File: config.mk
export PLATFORM = sky130hd
export DESIGN_NAME = popcount_accumulator
export DESIGN_NICKNAME = d
export VERILOG_FILES = /design/src/rtl/acq_pkg.sv /design/src/rtl/lane_sum_tree.sv /design/src/rtl/popcount_accumulator.sv
export SDC_FILE = /design/constraint.sdc
export NUM_CORES = 1
export LEC_CHECK = 0
export ABC_AREA = 1
export CORE_AREA = 2 2 115 117
export DETAILED_ROUTE_END_ITERATION = 12
export DIE_AREA = 0 0 117 119
export PLACE_DENSITY = 0.75
export SYNTH_ARGS = -nofsm -noshare
export SYNTH_HDL_FRONTEND = slang
export SYNTH_SLANG_ARGS = --single-unit
File: constraint.sdc
create_clock -name clk -period 5.5 [get_ports clk]
set_input_delay 1.65 -clock clk [delete_from_list [all_inputs] [get_ports clk]]
set_output_delay 1.65 -clock clk [all_outputs]
set_load 0.01 [all_outputs]
File: src/rtl/acq_pkg.sv
// acq_pkg
//   Shared constants and helpers for the acquire-engine correlation datapath.
//   COUNT_W        : width of one popcount lane (ones out of 7 XNOR bits).
//   BITS_PER_COUNT : correlation bits summarised by one lane count.
//   clog2          : elaboration-time ceiling log2 used to size lane sums.
package acq_pkg;

   localparam int COUNT_W        = 3;
   localparam int BITS_PER_COUNT = 7;

   function automatic int clog2(input int n);
      int r;
      int v;
      r = 0;
      v = n - 1;
      while (v > 0) begin
         r = r + 1;
         v = v >> 1;
      end
      return r;
   endfunction

endpackage

File: src/rtl/lane_sum_tree.sv
// lane_sum_tree
//   Combinational sum of LANES packed 3-bit popcounts.
//   Ports:
//     counts : input  [COUNT_W*LANES-1:0]  lane k = counts[3k+2:3k]
//     sum    : output [SUM_W-1:0]          total of all lanes (max 7*LANES)
module lane_sum_tree
   import acq_pkg::*;
#(
   parameter  int LANES = 8,
   localparam int SUM_W = COUNT_W + clog2(LANES)
) (
   input  logic [COUNT_W*LANES-1:0] counts,
   output logic [SUM_W-1:0]         sum
);

   // SUM_W holds 7*LANES exactly, so the running sum never wraps.
   always_comb begin
      sum = '0;
      for (int k = 0; k < LANES; k++) begin
         sum = sum + SUM_W'(counts[k*COUNT_W +: COUNT_W]);
      end
   end

endmodule

File: src/rtl/popcount_accumulator.sv
// popcount_accumulator
//   Sums LANES popcounts per beat, integrates over a window closed by in_last
//   and reports ones total plus bipolar correlation (2*ones - bits) over a
//   valid/ready handshake.
//   Ports:
//     clk, reset            : clock, synchronous active-high reset
//     in_valid              : input beat qualifier (never stalled)
//     in_count[3*LANES-1:0] : packed lane counts
//     in_last               : beat closes the window (qualified by in_valid)
//     out_valid, out_ready  : result handshake
//     out_corr[ACC_W:0]     : signed correlation of the window
//     out_ones[ACC_W-1:0]   : ones total of the window
//     out_sat               : an accumulator saturated during the window
//     overrun, overrun_clr  : sticky "result overwritten unaccepted" flag / clear
module popcount_accumulator
   import acq_pkg::*;
#(
   parameter  int LANES = 8,
   parameter  int ACC_W = 16,
   localparam int SUM_W = COUNT_W + clog2(LANES)
) (
   input  logic                      clk,
   input  logic                      reset,
   input  logic                      in_valid,
   input  logic [COUNT_W*LANES-1:0]  in_count,
   input  logic                      in_last,
   output logic                      out_valid,
   input  logic                      out_ready,
   output logic signed [ACC_W:0]     out_corr,
   output logic [ACC_W-1:0]          out_ones,
   output logic                      out_sat,
   output logic                      overrun,
   input  logic                      overrun_clr
);

   localparam logic [ACC_W-1:0] BITS_BEAT = ACC_W'(BITS_PER_COUNT * LANES);

   // Saturating add; MSB of the result flags that the ceiling was hit.
   function automatic logic [ACC_W:0] sat_add(input logic [ACC_W-1:0] a,
                                              input logic [ACC_W-1:0] b);
      logic [ACC_W:0] wide;
      wide = {1'b0, a} + {1'b0, b};
      if (wide[ACC_W]) return {1'b1, {ACC_W{1'b1}}};
      return wide;
   endfunction

   // 2*ones - bits evaluated at ACC_W+2 bits, truncated to the output width.
   function automatic logic signed [ACC_W:0] to_corr(input logic [ACC_W-1:0] ones,
                                                     input logic [ACC_W-1:0] bits);
      logic signed [ACC_W+1:0] wide;
      wide = $signed({1'b0, ones, 1'b0}) - $signed({2'b00, bits});
      return wide[ACC_W:0];
   endfunction

   logic [SUM_W-1:0] lane_sum_p0;
   logic [SUM_W-1:0] lane_sum_p1;
   logic             vld_p1;
   logic             last_p1;

   logic [ACC_W-1:0] ones_p2;
   logic [ACC_W-1:0] bits_p2;
   logic             win_sat_p2;

   logic [ACC_W:0]   ones_add;
   logic [ACC_W:0]   bits_add;
   logic [ACC_W-1:0] ones_nxt;
   logic [ACC_W-1:0] bits_nxt;
   logic             beat_sat;
   logic             load;

   lane_sum_tree #(.LANES(LANES)) u_tree (
      .counts (in_count),
      .sum    (lane_sum_p0)
   );

   // ---- S1: lane sum register ----
   always_ff @(posedge clk) begin
      lane_sum_p1 <= lane_sum_p0;
   end

   always_ff @(posedge clk) begin
      if (reset) begin
         vld_p1  <= 1'b0;
         last_p1 <= 1'b0;
      end else begin
         vld_p1  <= in_valid;
         last_p1 <= in_valid & in_last;
      end
   end

   // ---- S2: window accumulation ----
   always_comb begin
      ones_add = sat_add(ones_p2, ACC_W'(lane_sum_p1));
      bits_add = sat_add(bits_p2, BITS_BEAT);
      ones_nxt = ones_add[ACC_W-1:0];
      bits_nxt = bits_add[ACC_W-1:0];
      beat_sat = ones_add[ACC_W] | bits_add[ACC_W];
      load     = vld_p1 & last_p1;
   end

   // Closing beat clears the window in the same cycle so the next beat
   // starts fresh with no bubble.
   always_ff @(posedge clk) begin
      if (reset) begin
         ones_p2    <= '0;
         bits_p2    <= '0;
         win_sat_p2 <= 1'b0;
      end else if (vld_p1) begin
         if (last_p1) begin
            ones_p2    <= '0;
            bits_p2    <= '0;
            win_sat_p2 <= 1'b0;
         end else begin
            ones_p2    <= ones_nxt;
            bits_p2    <= bits_nxt;
            win_sat_p2 <= win_sat_p2 | beat_sat;
         end
      end
   end

   // ---- Result register and handshake ----
   always_ff @(posedge clk) begin
      if (reset) begin
         out_valid <= 1'b0;
         out_ones  <= '0;
         out_corr  <= '0;
         out_sat   <= 1'b0;
         overrun   <= 1'b0;
      end else begin
         if (load) begin
            out_valid <= 1'b1;
            out_ones  <= ones_nxt;
            out_corr  <= to_corr(ones_nxt, bits_nxt);
            out_sat   <= win_sat_p2 | beat_sat;
         end else if (out_ready) begin
            out_valid <= 1'b0;
         end
         // Set has priority over a simultaneous clear.
         if (load && out_valid && !out_ready) begin
            overrun <= 1'b1;
         end else if (overrun_clr) begin
            overrun <= 1'b0;
         end
      end
   end

endmodule

* Yosys cells after proc, flatten, opt, wreduce, memory -nomap -nowiden
Index checks and enable logic that the tools add are counted.
** Cells by class
- Add/sub/neg operators :: 10
- Reductions and logical operators :: 5
- Bitwise operators :: 4
- Muxes and demuxes :: 13
** Operators with widths (count)
- $mux 17 :: 4
- $add 6x3->6 :: 6
- $mux 16 :: 2
- $add 16x6->17 :: 1
- $add 16x6->17 const B :: 1
- $sub 17x16->17 :: 1
- $mux 1 :: 7
- $add 3x3->4 :: 1
- $reduce_bool 2->1 :: 2
- $and 1x1->1 :: 2
- $logic_and 1x1->1 :: 2
- $or 1x1->1 :: 2
- $logic_not 1->1 :: 1
** Storage, ports and cells
- Output and inout bits :: 36
- Logic and storage cells :: 43
- Bits in registers :: 77

* Depth between registers and ports, before layout
Gate-level depths: netlist of run 1.
- Depth in word-level cells :: 7
- Mapped depth :: 24
- Depth with buffers taken out :: 24

* Hierarchy
A second synthesis of run 1 with hierarchy kept.
** Second synthesis, totals
- Cells, all modules :: 715
- Area total of the unflattened synthesis :: 5082.4 um2
** Modules (own cells, without submodules)
- popcount_accumulator :: instances 1, cells each 661, area each 4543.1 um2
- lane_sum_tree :: instances 1, cells each 54, area each 539.3 um2

* Worst setup path before layout of run 1
OpenSTA, ideal clock, no wires.
- Kind :: input port to flip-flop
- Start :: in in_count[0]
- End :: reg lane_sum_p1[5]
- Path buffers :: 0
- Stages on the path :: 13
- Arrival :: 5332 ps
- Library setup time :: 72 ps
- Path slack :: 96 ps
- Path through :: ha_1 > fa_1 > xor2_1 > fa_1 > inv_1 > fa_1 > fa_1 > inv_1 > fa_1 > inv_1 > fa_1 > o21ai_0 > xor2_1
** On the way
- Cells in the longest elaborated chain, start to end :: 7
** Ends and longest elaborated chain
- start: declaration :: line popcount_accumulator.sv:25 : input logic [COUNT_W*LANES-1:0] in_count,
- $add 3x3->4 :: line lane_sum_tree.sv:20 : sum = sum + SUM_W'(counts[k*COUNT_W +: COUNT_W]);
- $add 6x3->6 (6 in a row) :: line lane_sum_tree.sv:20
- via lane_sum_p0[5] :: line popcount_accumulator.sv:55 : logic [SUM_W-1:0] lane_sum_p0;
- end signal: assignment :: line popcount_accumulator.sv:78 : lane_sum_p1 <= lane_sum_p0;
- end: declaration :: line popcount_accumulator.sv:56 : logic [SUM_W-1:0] lane_sum_p1;
The timed path passes the listed nets, and every way through them passes these cells.
A chain may end at the register's enable or synchronous reset.

* Final worst setup path of run 1
Ends and elaborated chain as after synthesis.

==> results of run 1 <==
[critical path, delay by kind of cell]
| family | cells | cell delay, ns |
|---|---|---|
| AOI/OAI and AO/OA | 1 | 0.15 |
| xor gates and xnor gates | 2 | 0.31 |
| adders and majority gates | 7 | 2.91 |
| buffers and inverters | 4 | 0.57 |
[worst min path at each step]
stage                           endpoint  depth (start not counted)
6_report       out_corr[16]$_SDFFE_PP0P_                          2
5_1_grt         out_ones[9]$_SDFFE_PP0P_                          2
4_1_cts        out_corr[16]$_SDFFE_PP0P_                          2
3_5_place_dp   out_corr[16]$_SDFFE_PP0P_                          2
3_3_place_gp    out_ones[3]$_SDFFE_PP0P_                          2
2_1_floorplan    bits_p2[0]$_SDFFE_PP0P_                          2
[cell usage in the layout (no fill, tap or decap), types with 4 or more instances in the layout]
| master | n |
|---|---|
| xnor2_1 | 4 |
| dfxtp_1 | 77 |
| nand3_1 | 40 |
| clkbuf_16 | 9 |
| ha_1 | 32 |
| o21ai_0 | 35 |
| nand2_2 | 10 |
| nand3_2 | 4 |
| inv_1 | 116 |
| nor3_1 | 9 |
| nand4_1 | 4 |
| inv_2 | 6 |
| nor2_2 | 5 |
| clkdlybuf4s50_1 | 65 |
| a21o_1 | 4 |
| or2_2 | 4 |
| nand2_1 | 179 |
| a22o_1 | 5 |
| nor2_1 | 66 |
| xor2_1 | 5 |
| a21oi_1 | 64 |
| fa_1 | 14 |
| buf_4 | 7 |
[layer usage]
layer  part of all wire  wire length, um  track usage
met1               0.47             5760        0.258
met2               0.45             5590        0.295
met3              0.059              725       0.0366
met4              0.023              283       0.0596
met5                  0                0            0
[state kept, by name (all words and copies together) (netlist names), 6 cells and up]
signal	flops
out_corr	17
bits_p2	16
ones_p2	16
out_ones	16
lane_sum_p1	6
[layout make-up]
cell class,count,area (sq um)
Clock buffer,10,229
Clock inverter,4,98.8
Fill cell,1260,6660
Inverter,122,458
Multi-Input combinational cell,514,2970
Sequential cell,77,1540
Tap cell,176,220
Timing Repair Buffer,72,703
[stage by stage]
step,cells,total power (W),utilization
2_1_floorplan,729,0.00150,-
3_3_place_gp,961,0.00176,0.456
3_5_place_dp,961,0.00178,0.456
4_1_cts,975,0.00248,0.482
5_1_grt,975,0.00268,0.483
6_report,975,0.00247,0.483
[report_power, final]
part	internal, W	total (W)	leakage, nW	switching (W)
Clock	0.000439	0.000666	0.159	0.000227
Sequential	0.000602	0.000623	0.625	0.0000213
Combinational	0.000477	0.00118	2.21	0.000707
Total	0.00152	0.00247	2.99	0.000955
[timing repair]
item | 4_1_cts | 5_1_grt
pin swaps | 2 | 4
setup endpoints to repair | 2 | 4
gates resized for setup | 3 | 3
[cells by family after synthesis]
family                     count (synthesis)
xor gates and xnor gates                  10
adders and majority gates                 49
AOI/OAI and AO/OA                        124
buffers and inverters                    138
and+or+nand+nor                          331
DFF                                       77
==> metrics.csv, run 1 <==
stage,metric,value,unit
status,status,"complete, no violations",
setup_path,critPathCaptureType,register,
sta,finalClockSkew,0.00737,ns
synthesis,synth_area,5020,sq um
flow_run,maxCapViolCount,0,
setup_path,critPathKind,primary input to register,
placed_design,place_congestion,0.959,
setup_path,worstPathRequired,5.77,ns
synthesis,synth_simple_gate_area_frac,0.287,
global_route,antenna_found_initial,0,
synthesis,synth_largest_area_cell,dfxtp_1,
setup_path,arrival,5.59,ns
placed_design,pre_cts_ws,-0.476,ns
placed_design,dp_hpwl,9110,um
synthesis,synth_top_area_frac,0.307,
finish,area_growth,24.0,%
sta,max_slew_margin,0.321,
synthesis,yosysUniqueCellTypes,38,
sta,setup_slack,0.179,ns
pwr,peakVddDrop,0.202,mV
finish,design_area,6220,sq um
sta,fin_crit_sh,0.967,
synthesis,synth_compound_area_frac,0.137,
min_path,hp-class,register to register,
placed_design,placed_area,5870,sq um
pwr,p_leak,2.99,nW
synthesis,synth_top_family_by_area,simple AND/OR/NAND/NOR gates,
routing,antenna_left,0,
setup_path,startpoint,in_count[0],
setup_path,crit_end,lane_sum_p1[5]$_DFF_P_,
floorplan,dieArea,13900,sq um
setup_path,reg2regPathDepth,18,
synthesis,synth_flop_cell,dfxtp_1,
sta,finalSetupViolations,0,
sta,tns,0,ns
clock_tree,ctsHoldBuffers,0,
finish,n_antenna_cell,0,
synthesis,synthTopCellsByArea,"dfxtp_1 31%, nand2_1 13%, inv_1 8.7%",
setup_path,cp_common_cell,fa_1,
floorplan,io_pins,66,
synthesis,syn-instance-count,729,
synthesis,ys_ff_latch,77,
synthesis,ys_warn_count,0,
setup_path,crit_chain,"clkdlybuf4s50_1, ha_2, fa_2, xor2_2, fa_1, inv_1, fa_1, fa_1, inv_1, fa_1, inv_1, fa_2, o21ai_2, xor2_1",
synthesis,synth.net_count,808,
min_path,min_from,out_corr[16]$_SDFFE_PP0P_,
setup_path,cpMaxStageDelayCell,fa_1,
routing,drc,0,
setup_path,reg2reg_to,out_corr[13]$_SDFFE_PP0P_,
clock_tree,root_buffer,clkbuf_16,
routing,via_per_inst,4.88,
setup_path,start_kind,primary input,
synthesis,synth_xor_area_frac,0.0175,
global_route,grt_max_degree,33,
routing,first_pass_iters,5,
synthesis,yosys-mux-area-fraction,0,
synthesis,synth_edf_count,0,
global_route,grt_pass1_vias,4468,
synthesis,async_flop_share,0,
pwr,power_density,397,nW/um^2
floorplan,fp.dieH,119,um
floorplan,core,12900,sq um
routing,drt_iter0_drc,294,
clock_tree,h-tree-depth,3,
sta,max_freq,188,MHz
clock_tree,clk_latency,0.34,ns
clock_tree,cts_buffer_depth,2,
setup_path,r2r_start,lane_sum_p1[0]$_DFF_P_,
synthesis,synth.avg_cell_area,6.88,sq um
clock_tree,post_cts_buffers,0,
clock_tree,clkTransAtPathRegs,0.06,ns
clock_tree,clkSinkCount,77,
floorplan,placement_rows,42,
floorplan,start_util,0.390,
clock_tree,cts_buffers,9,
synthesis,synth_common_cells,"179 x nand2_1, 116 x inv_1, 77 x dfxtp_1, 66 x nor2_1, 64 x a21oi_1",
finish,fin_nets,875,
setup_path,cp_max_fo,2,
floorplan,die_w,117,um
global_route,grt_pass1_wl,20800,um
setup_path,cp_slowest_stage_delay,0.54,ns
routing,wl_per_cell,12.7,um
placed_design,io_buffers,65,
sta,finalHoldViolations,0,
global_route,overflow,0,
routing,totalWireLength,12400,um
sta,slew_viol_final,0,
synthesis,synth-adder-area-share,0.146,
sta,holdWs,0.454,ns
global_route,grt_use_total,0.187,
sta,worst_slew_pin_slew,1.02,ns
sta,period_needed,5.32,ns
finish,drive_above_1_share,0.0738,
synthesis,yosysMostFrequentCell,nand2_1,
synthesis,yosysSeqAreaShare,0.307,
routing,via_count,4754,
setup_path,reg2reg_slack,1.58,ns
clock_tree,cts_tree,yes,
Note: power is estimated with default switching activity, not from simulation.
==> run 2: changes to the inputs <==
--- a/config.mk
+++ b/config.mk
@@ -6,10 +6,12 @@
 export NUM_CORES = 1
 export LEC_CHECK = 0
 export ABC_AREA = 1
+export CAP_MARGIN = 20
 export CORE_AREA = 2 2 115 117
 export DETAILED_ROUTE_END_ITERATION = 12
 export DIE_AREA = 0 0 117 119
 export PLACE_DENSITY = 0.75
+export SLEW_MARGIN = 5
 export SYNTH_ARGS = -nofsm -noshare
 export SYNTH_HDL_FRONTEND = slang
 export SYNTH_SLANG_ARGS = --single-unit
==> constraint.sdc (replaced) <==
create_clock -name clk -period 5.5 [get_ports clk]
set_input_delay 1.65 -clock clk [delete_from_list [all_inputs] [get_ports clk]]
set_output_delay 1.65 -clock clk [all_outputs]
set_load 0.02 [all_outputs]
==> results of run 2 <==
The final DEF is identical to that of run 1. Status: complete, no violations.
Main changes from that run: total power 0.00247 W -> 0.00248 W; worst IR drop on VDD 0.202 mV -> 0.204 mV
